==> src/rtl/des_pkg.sv <==
// Shared DES constants: key-schedule permutations, rotation schedule,
// key-schedule FSM encoding and small bit-shuffling helpers.
package des_pkg;

    typedef enum logic [0:0] {
        IDLE = 1'b0,
        RUN  = 1'b1
    } ks_state_t;

    // PC1: selects 56 key bits (DES numbering 1..64), C half first.
    localparam logic [5:0] PC1 [0:55] = '{
        6'd57, 6'd49, 6'd41, 6'd33, 6'd25, 6'd17, 6'd9,  6'd1,
        6'd58, 6'd50, 6'd42, 6'd34, 6'd26, 6'd18, 6'd10, 6'd2,
        6'd59, 6'd51, 6'd43, 6'd35, 6'd27, 6'd19, 6'd11, 6'd3,
        6'd60, 6'd52, 6'd44, 6'd36,
        6'd63, 6'd55, 6'd47, 6'd39, 6'd31, 6'd23, 6'd15, 6'd7,
        6'd62, 6'd54, 6'd46, 6'd38, 6'd30, 6'd22, 6'd14, 6'd6,
        6'd61, 6'd53, 6'd45, 6'd37, 6'd29, 6'd21, 6'd13, 6'd5,
        6'd28, 6'd20, 6'd12, 6'd4
    };

    // PC2: selects 48 bits of the 56-bit CD register (DES numbering 1..56).
    localparam logic [5:0] PC2 [0:47] = '{
        6'd14, 6'd17, 6'd11, 6'd24, 6'd1,  6'd5,  6'd3,  6'd28,
        6'd15, 6'd6,  6'd21, 6'd10, 6'd23, 6'd19, 6'd12, 6'd4,
        6'd26, 6'd8,  6'd16, 6'd7,  6'd27, 6'd20, 6'd13, 6'd2,
        6'd41, 6'd52, 6'd31, 6'd37, 6'd47, 6'd55, 6'd30, 6'd40,
        6'd51, 6'd45, 6'd33, 6'd48, 6'd44, 6'd49, 6'd39, 6'd56,
        6'd34, 6'd53, 6'd46, 6'd42, 6'd50, 6'd36, 6'd29, 6'd32
    };

    // Per-round left rotation amount; index 0 corresponds to round 1.
    localparam logic [1:0] SHIFT [0:15] = '{
        2'd1, 2'd1, 2'd2, 2'd2, 2'd2, 2'd2, 2'd2, 2'd2,
        2'd1, 2'd2, 2'd2, 2'd2, 2'd2, 2'd2, 2'd2, 2'd1
    };

    // PC1 permutation; DES bit n of the key lives at key[64-n].
    function automatic logic [55:0] pc1_perm(input logic [63:0] key);
        logic [55:0] r;
        r = 56'd0;
        for (int i = 0; i < 56; i++) begin
            r[6'(55 - i)] = key[6'(7'd64 - {1'b0, PC1[i]})];
        end
        return r;
    endfunction

    // 28-bit rotate by 1 or 2 positions, left or right.
    function automatic logic [27:0] rot28(input logic [27:0] x,
                                          input logic [1:0]  amt,
                                          input logic        right);
        logic [27:0] r;
        case ({right, amt})
            3'b001:  r = {x[26:0], x[27]};
            3'b010:  r = {x[25:0], x[27:26]};
            3'b101:  r = {x[0], x[27:1]};
            3'b110:  r = {x[1:0], x[27:2]};
            default: r = x;
        endcase
        return r;
    endfunction

endpackage

==> src/rtl/des_pc2.sv <==
// Combinational PC2 permutation: 56-bit CD register -> 48-bit round subkey.
module des_pc2
    import des_pkg::*;
(
    input  logic [55:0] cd,
    output logic [47:0] subkey
);

    // Gather the 48 selected CD bits; DES bit n of CD sits at cd[56-n].
    always_comb begin
        subkey = 48'd0;
        for (int i = 0; i < 48; i++) begin
            subkey[6'(47 - i)] = cd[6'd56 - PC2[i]];
        end
    end

endmodule

==> src/rtl/des_key_schedule.sv <==
// Iterative DES key schedule: one key in, sixteen subkeys out over a
// valid/ready stream, forward order for encrypt, reverse for decrypt.
module des_key_schedule
    import des_pkg::*;
(
    input  logic        clk,
    input  logic        rst,
    input  logic [63:0] key_in,
    input  logic        decrypt,
    input  logic        key_valid,
    output logic        key_ready,
    output logic [47:0] subkey,
    output logic        subkey_valid,
    input  logic        subkey_ready,
    output logic [3:0]  round_idx,
    output logic        last
);

    ks_state_t   state_r;
    ks_state_t   state_next_s;
    logic [55:0] cd_r;
    logic [55:0] cd_next_s;
    logic [55:0] cd_init_s;
    logic [47:0] subkey_r;
    logic [47:0] pc2_s;
    logic [3:0]  round_idx_r;
    logic        dir_r;
    logic        load_s;
    logic        accept_s;
    logic [1:0]  shift_amt_s;
    logic        shift_right_s;
    logic        key_ready_s;
    logic        subkey_valid_s;
    logic        last_s;

    // State register.
    always_ff @(posedge clk) begin
        if (rst) begin
            state_r <= IDLE;
        end else begin
            state_r <= state_next_s;
        end
    end

    // Next-state logic: accept a key when idle, leave after the final handshake.
    always_comb begin
        state_next_s = state_r;
        case (state_r)
            IDLE: begin
                if (key_valid) begin
                    state_next_s = RUN;
                end else begin
                    state_next_s = IDLE;
                end
            end
            RUN: begin
                if (subkey_ready && (round_idx_r == 4'd15)) begin
                    state_next_s = IDLE;
                end else begin
                    state_next_s = RUN;
                end
            end
            default: state_next_s = IDLE;
        endcase
    end

    // Output decode, purely from registered state and index.
    always_comb begin
        key_ready_s    = 1'b0;
        subkey_valid_s = 1'b0;
        last_s         = 1'b0;
        case (state_r)
            IDLE: begin
                key_ready_s = 1'b1;
            end
            RUN: begin
                subkey_valid_s = 1'b1;
                last_s         = (round_idx_r == 4'd15);
            end
            default: begin
                key_ready_s = 1'b0;
            end
        endcase
    end

    // Next CD value: PC1 of a new key, or one schedule step from the current CD.
    // Decrypt starts on CD0 (equal to CD16) and walks backwards with right rotations.
    always_comb begin
        load_s        = 1'b0;
        accept_s      = 1'b0;
        shift_amt_s   = 2'd0;
        shift_right_s = 1'b0;
        cd_init_s     = pc1_perm(key_in);
        cd_next_s     = cd_r;
        case (state_r)
            IDLE: begin
                if (key_valid) begin
                    load_s      = 1'b1;
                    accept_s    = 1'b1;
                    shift_amt_s = decrypt ? 2'd0 : SHIFT[0];
                    cd_next_s   = {rot28(cd_init_s[55:28], shift_amt_s, 1'b0),
                                   rot28(cd_init_s[27:0],  shift_amt_s, 1'b0)};
                end else begin
                    cd_next_s = cd_r;
                end
            end
            RUN: begin
                if (subkey_ready && (round_idx_r != 4'd15)) begin
                    load_s = 1'b1;
                    if (dir_r) begin
                        shift_amt_s   = SHIFT[4'd15 - round_idx_r];
                        shift_right_s = 1'b1;
                    end else begin
                        shift_amt_s   = SHIFT[round_idx_r + 4'd1];
                        shift_right_s = 1'b0;
                    end
                    cd_next_s = {rot28(cd_r[55:28], shift_amt_s, shift_right_s),
                                 rot28(cd_r[27:0],  shift_amt_s, shift_right_s)};
                end else begin
                    cd_next_s = cd_r;
                end
            end
            default: cd_next_s = cd_r;
        endcase
    end

    des_pc2 u_pc2 (
        .cd     (cd_next_s),
        .subkey (pc2_s)
    );

    // Datapath registers: CD, emitted subkey, sequence position and direction.
    always_ff @(posedge clk) begin
        if (rst) begin
            cd_r        <= 56'd0;
            subkey_r    <= 48'd0;
            round_idx_r <= 4'd0;
            dir_r       <= 1'b0;
        end else if (load_s) begin
            cd_r     <= cd_next_s;
            subkey_r <= pc2_s;
            if (accept_s) begin
                round_idx_r <= 4'd0;
                dir_r       <= decrypt;
            end else begin
                round_idx_r <= round_idx_r + 4'd1;
                dir_r       <= dir_r;
            end
        end else begin
            cd_r        <= cd_r;
            subkey_r    <= subkey_r;
            round_idx_r <= round_idx_r;
            dir_r       <= dir_r;
        end
    end

    assign key_ready    = key_ready_s;
    assign subkey_valid = subkey_valid_s;
    assign last         = last_s;
    assign subkey       = subkey_r;
    assign round_idx    = round_idx_r;

endmodule

==> config.mk <==
export PLATFORM = sky130hd
export DESIGN_NAME = des_key_schedule
export DESIGN_NICKNAME = d
export VERILOG_FILES = /design/src/rtl/des_pkg.sv /design/src/rtl/des_pc2.sv /design/src/rtl/des_key_schedule.sv
export SDC_FILE = /design/constraint.sdc
export NUM_CORES = 1
export LEC_CHECK = 0
export BUFFER_PORTS_ARGS = -buffer_cell sky130_fd_sc_hd__buf_2
export CORE_MARGIN = 5
export CORE_UTILIZATION = 37
export DETAILED_ROUTE_END_ITERATION = 8
export HOLD_SLACK_MARGIN = 0.05
export PLACE_DENSITY_LB_ADDON = 0.3
export SLEW_MARGIN = 40
export SYNTH_ARGS = -nofsm -noshare
export SYNTH_HDL_FRONTEND = slang
export SYNTH_SLANG_ARGS = --single-unit
==> constraint.sdc <==
create_clock -name clk -period 7.9 [get_ports clk]
set_input_delay 0.395 -clock clk [delete_from_list [all_inputs] [get_ports clk]]
set_output_delay 0.395 -clock clk [all_outputs]
set_load 0.02 [all_outputs]
---- Yosys cells after proc, flatten, opt, wreduce, memory -nomap -nowiden ----
Memory sizes are Yosys's and may differ from the RTL's.
Index checks and enable logic that the tools add are counted.
operators by class
  bitwise logic cells ..................... 3
  magnitude comparators ................... 2
  mux-type cells .......................... 28
  equal/unequal tests ..................... 11
  add/subtract/negate cells ............... 2
  reductions and logical operators ........ 4
operators with widths
  kind                   number
  $pmux W28 S4           2
  $mux W56               2
  $pmux W56 S2           1
  $pmux W28 S2           1
  $mux W2                7
  $pmux W6 S2            1
  $mux W1                11
  $ge A5 B5 Y1 const B   2
  $not A4 Y5             2
  $eq A3 B3 Y1 const B   2
  $ne A5 B1 Y1 const B   1
  $add A4 B1 Y4 const B  1
  $eq A4 B4 Y1 const B   1
  $mux W4                1
  $ne A4 B4 Y1 const B   1
  $pmux W1 S2            2
  $reduce_and A4 Y1      1
  $sub A4 B4 Y4 const A  1
  $eq A3 B1 Y1 const B   1
  $eq A3 B2 Y1 const B   1
  $eq A1 B2 Y1 const B   1
  $logic_and A1 B1 Y1    2
  $ne A2 B1 Y1 const B   1
  $ne A2 B2 Y1 const B   1
  other kinds (3)        3
storage, ports and cells
  memory bits (read-only) ................. 64
  memories ................................ 2
  register bits ........................... 94
memories
  name             words  width  read ports  clocked after memory_dff  write ports  RTL line                 RTL
  (no name shown)  16     2      1           0                         0            des_key_schedule.sv:114  shift_amt_s = SHIFT[round_idx_r + 4'd1];
  (no name shown)  16     2      1           0                         0            des_key_schedule.sv:111  shift_amt_s = SHIFT[4'd15 - round_idx_r];

---- Logic depth before layout (Yosys ltp) ----
  depth in word-level cells ............... 12
  mapped depth ............................ 12
  gate-level depth less buffers ........... 10

---- Hierarchy ----
From an unflattened synthesis, not the netlist that was laid out.
unflattened totals
  cells, all modules ...................... 1032
  area total of the unflattened synthesis .. 7558.5 µm²
modules (own cells, without submodules)
  module            sequential area each (µm²)  area an instance (µm²)  instances  cells an instance
  des_key_schedule  2202.1                      7194.4                  1          983
  des_pc2           0.0                         364.1                   1          49

---- Least setup slack after synthesis ----
Ideal clock, no wire load.
  path type ............................... register -> register
  start ................................... register round_idx_r[1] (netlist: round_idx[1])
  end ..................................... register cd_r[38]
  stages on the path, launching flop included .. 13
  clock period less this slack ............ 2715 ps
  buffers on the path ..................... 2
  arrival ................................. 2581 ps
  setup time .............................. 134 ps
  setup slack ............................. 5185 ps
  cells stage by stage .................... dfxtp_1 > ha_1 > xor2_1 > nand2_1 > o21ai_0 > a22oi_1 > ha_1 > or3_4 > a31o_1 > buf_2 > buf_4 > nand3_1 > a21oi_1
between the ends
  word-level cells in the longest chain between the ends .. 12
  elaborated cells on any way between the ends .. 27
RTL lines
  item                                            RTL line                                          RTL
  from (decl)                                     des_key_schedule.sv:26                            logic [3:0] round_idx_r;
  from (signal assigned)                          des_key_schedule.sv:146                           round_idx_r <= round_idx_r + 4'd1;
  from (signal assigned)                          des_key_schedule.sv:152                           round_idx_r <= round_idx_r;
  $add A4 B1 Y4 or $sub A4 B4 Y4 (tied branches)  des_key_schedule.sv:114, des_key_schedule.sv:111
  $not A4 Y5 (on tied branches)                   des_key_schedule.sv:114, des_key_schedule.sv:111
  $mem_v2 Z16 W2 (on tied branches)               --
  $mux W2 (on tied branches) (2 in series)        des_key_schedule.sv:114, des_key_schedule.sv:111
  $mux W2                                         des_key_schedule.sv:110                           if (dir_r) begin
  $mux W2                                         des_key_schedule.sv:108                           if (subkey_ready && (round_idx_r != 4'd15)) begin
  $mux W2                                         des_key_schedule.sv:95                            case (state_r)
  $eq A3 B3 Y1, or another cell as far along      des_pkg.sv:53                                     case ({right, amt})
  $pmux W28 S4                                    des_pkg.sv:53
  $mux W56                                        des_key_schedule.sv:108
  $pmux W56 S2                                    des_key_schedule.sv:95
  to (signal assigned)                            des_key_schedule.sv:140                           cd_r <= cd_next_s;
  to (signal assigned)                            des_key_schedule.sv:150                           cd_r <= cd_r;
  to (decl)                                       des_key_schedule.sv:21                            logic [55:0] cd_r;
Several ways; a longest one is shown, not always the timed one. The select of a mux whose other input is x is not followed.
A chain may end at the register's enable or synchronous reset.

---- Worst setup path in the final report ----
  start ................................... register round_idx_r[2] (netlist: round_idx[2])
  end ..................................... register cd_r[4]
The elaborated chain is that of the path after synthesis.

==> results_dict.tcl <==
set metrics [dict create \
    status "completed" \
    p_sw_w 0.000305 \
    diodes 0 \
    pin_count 124 \
    combPwrFrac 0.192 \
    clk_latency_ns 0.34 \
    fp.dieH_um 120 \
    worst-path-buf-inv 2 \
    end_kind "flop" \
    finalSetupViolations 0 \
    setup_tns_ns 0 \
    p_int_w 0.000643 \
    ys_ff_latch 62 \
    io_buffers 75 \
    hold_viol 0 \
    initial_core_util 0.375 \
    seq_area_frac_synth 0.277 \
    clkPwrFrac 0.434 \
    p_seq_frac 0.374 \
    dp_cells 678 \
    fin_cells 694 \
    wl_um 12100 \
    startpoint_type "flop" \
    clkTransAtPathRegs_ns 0.06 \
    path_cells "nand3_1, xor2_1, o21ai_0, a22oi_1, ha_2, buf_4, nor4_1, nor3_4, buf_4, nand2_2, o21ai_0" \
    dieArea_um2 14400 \
    fin_crit_sh 0.448 \
    rsz0062_at_grt "false" \
    layout-drive-gt1-share 0.210 \
    rows 40 \
    die_width_um 120 \
    crit_slowest_cell "dfxtp_1" \
    r2r_slack_ns 4.36 \
    overflow 0 \
    worst_slew_pin_slew_ns 0.766 \
    cts_max_level 3 \
    place_ws_ns 4.36 \
    synth_cell_types 42 \
    core_um2 12000 \
    swShare 0.322 \
    cp.arrival_ns 3.80 \
    final_antenna_net_count 0 \
    routedWlPerCell_um 17.4 \
    max_stage_delay_ns 0.51 \
    slew_viol_final 0 \
    p_leak_nw 1.98 \
    grt_max_degree 59 \
    holdPathStages 3 \
    powerDensity_nw_per_um2 195 \
    nFillCells 1253 \
    final_cell_mix "buf_2 (74), dfxtp_1 (62), nand2_1 (57), a22oi_1 (54)" \
    ys_warn_count 0 \
    drv_cap 0 \
    post-cts-setup-buffer-count 0 \
    cpLargestDelayFamily "simple AND/OR/NAND/NOR gates" \
    syn_area_um2 4480 \
    cts_resized 0 \
    r2r_cells 11 \
    min_period_ns 3.54 \
    final_net_count 619 \
    clock-root-buffer "clkbuf_16" \
    min_from "key_valid" \
    cts.sink_count 62 \
    timing.rr.start "round_idx[2]" \
    fin_ws_ns 4.36 \
    slew_headroom 0.489 \
    dp_hpwl_um 7570 \
    gp_congestion 0.783 \
    first_pass_iters 6 \
    numCtsBuffers 9 \
    drcViolationCount 0 \
    syn2layout_area_growth_pct 8.32 \
    skew_ns 0.00765 \
    grt_use_total 0.166 \
    antenna_found_initial 0 \
    utilization 0.406 \
    final_common_cell "buf_2" \
    max_freq_ghz 0.282 \
    cts_tree "done" \
    vias 4143 \
    whs_endpoint "state_r" \
    crit_start "round_idx[2]" \
    ctsHoldBuffers 0 \
    hold_class "primary input to flop" \
    reg2reg_to "cd_r[4]" \
    cp.required_ns 8.16 \
    clockBufferDepth 2 \
    dr.first_iter.drc_count 418 \
    grt_pass1_vias 3923 \
    grt_pass1_wl_um 20000 \
    crit_path_max_fanout 58 \
    postSynthAreaPerCell_um2 8.35 \
    crit_type "flop to flop" \
    via_per_inst 5.97 \
    peakVddDrop_mv 0.0901 \
    synth_cells 537 \
]
[per-layer routing]
metal	global-route usage	vias up	wire, µm	share of wire
li1	-	1989	-	-
met3	0.0401	19	693	0.057
met2	0.271	137	5710	0.47
met4	0.0544	0	223	0.018
met1	0.214	1998	5470	0.45
met5	0	-	0	0
[layout make-up]
cell class                 instances  area (µm²)  share of cell area
inverter                           7        26.3             0.00541
multi-input combinational        384        2700               0.555
clock buffer                       9         225              0.0464
clock inverter                     7        81.3              0.0168
tap                              147         184              0.0379
sequential                        62        1240               0.256
timing repair buffer              78         400              0.0825
[worst max-delay path by stage]
| stage | end | slack [ns] | cells past startpoint |
|---|---|---|---|
| finish | cd_r[4] | 4.36 | 11 |
| global route | cd_r[19] | 3.97 | 11 |
| CTS | cd_r[4] | 4.35 | 11 |
| detailed placement | cd_r[10] | 4.36 | 11 |
| global placement | cd_r[45] | 4.01 | 9 |
| floorplan | cd_r[38] | 5.19 | 12 |
[flip-flops by register name, summed over array words and instances (netlist names)]
name / count
subkey: 1
dir_r: 1
cd_r: 55
state_r: 1
round_idx: 4
[metrics by stage]
stage	power [W]	cell area (µm²)	hold slack, ns
after floorplan	0.000512	4540	0.469
after global placement	0.000537	4510	0.492
after detailed placement	0.000543	4550	0.501
after CTS	0.000953	4850	0.335
after global routing	0.000986	4850	0.349
final	0.000949	4850	0.343
[power groups by stage]
stage | logic, W | registers [W] | clock network, W
finish | 0.000183 | 0.000355 | 0.000412
CTS | 0.000183 | 0.000354 | 0.000416
global route | 0.000199 | 0.000357 | 0.000430
global placement | 0.000177 | 0.000360 | 0
floorplan | 0.000159 | 0.000353 | 0
detailed placement | 0.000182 | 0.000361 | 0
[synth_stat cells, drive strengths merged]
cell | count | area, µm²
buf | 77 | 537
dfxtp | 62 | 1240
nand2 | 59 | 224
a22oi | 54 | 405
a22o | 33 | 289
mux2i | 33 | 330
a221oi | 32 | 280
o21ai | 27 | 135
a2bb2oi | 26 | 228
a21oi | 22 | 110
clkbuf | 22 | 87.6
nand3 | 21 | 105
nor2 | 18 | 67.6
ha | 8 | 100
inv | 7 | 26.3
mux2 | 7 | 78.8
nor3 | 6 | 35.0
a211oi | 4 | 40.0
or3 | 3 | 23.8
a32oi | 2 | 17.5
xor2 | 2 | 17.5
a31o | 1 | 8.76
a31oi | 1 | 21.3
and2 | 1 | 6.26
and3 | 1 | 11.3
conb | 1 | 3.75
nand2b | 1 | 6.26
nor2b | 1 | 6.26
nor4 | 1 | 6.26
o211ai | 1 | 7.51
o22ai | 1 | 6.26
o311a | 1 | 10.0
o311ai | 1 | 8.76
[logic make-up (layout without fill, tap and decap cells)]
kind of cell	count (synthesis)	count (layout)	share of synthesized area
multiplexers	40	40	0.0913
adder cells (fa/ha/maj)	8	8	0.0223
AND/OR/NAND/NOR	112	112	0.110
flip-flops	62	62	0.277
AO/OA/AOI/OAI	206	206	0.350
XOR/XNOR	2	2	0.00391
other	1	16	0.000837
buffers and inverters	106	101	0.145
[worst register-to-register path, stage by stage (launching register included)]
cell and delay [ns]:
dfxtp_1 0.51, nand3_1 0.19, xor2_1 0.24, o21ai_0 0.15, a22oi_1 0.33, ha_2 0.25
buf_4 0.48, nor4_1 0.19, nor3_4 0.15, buf_4 0.37, nand2_2 0.36, o21ai_0 0.26
(Power assumes the default switching activity.)
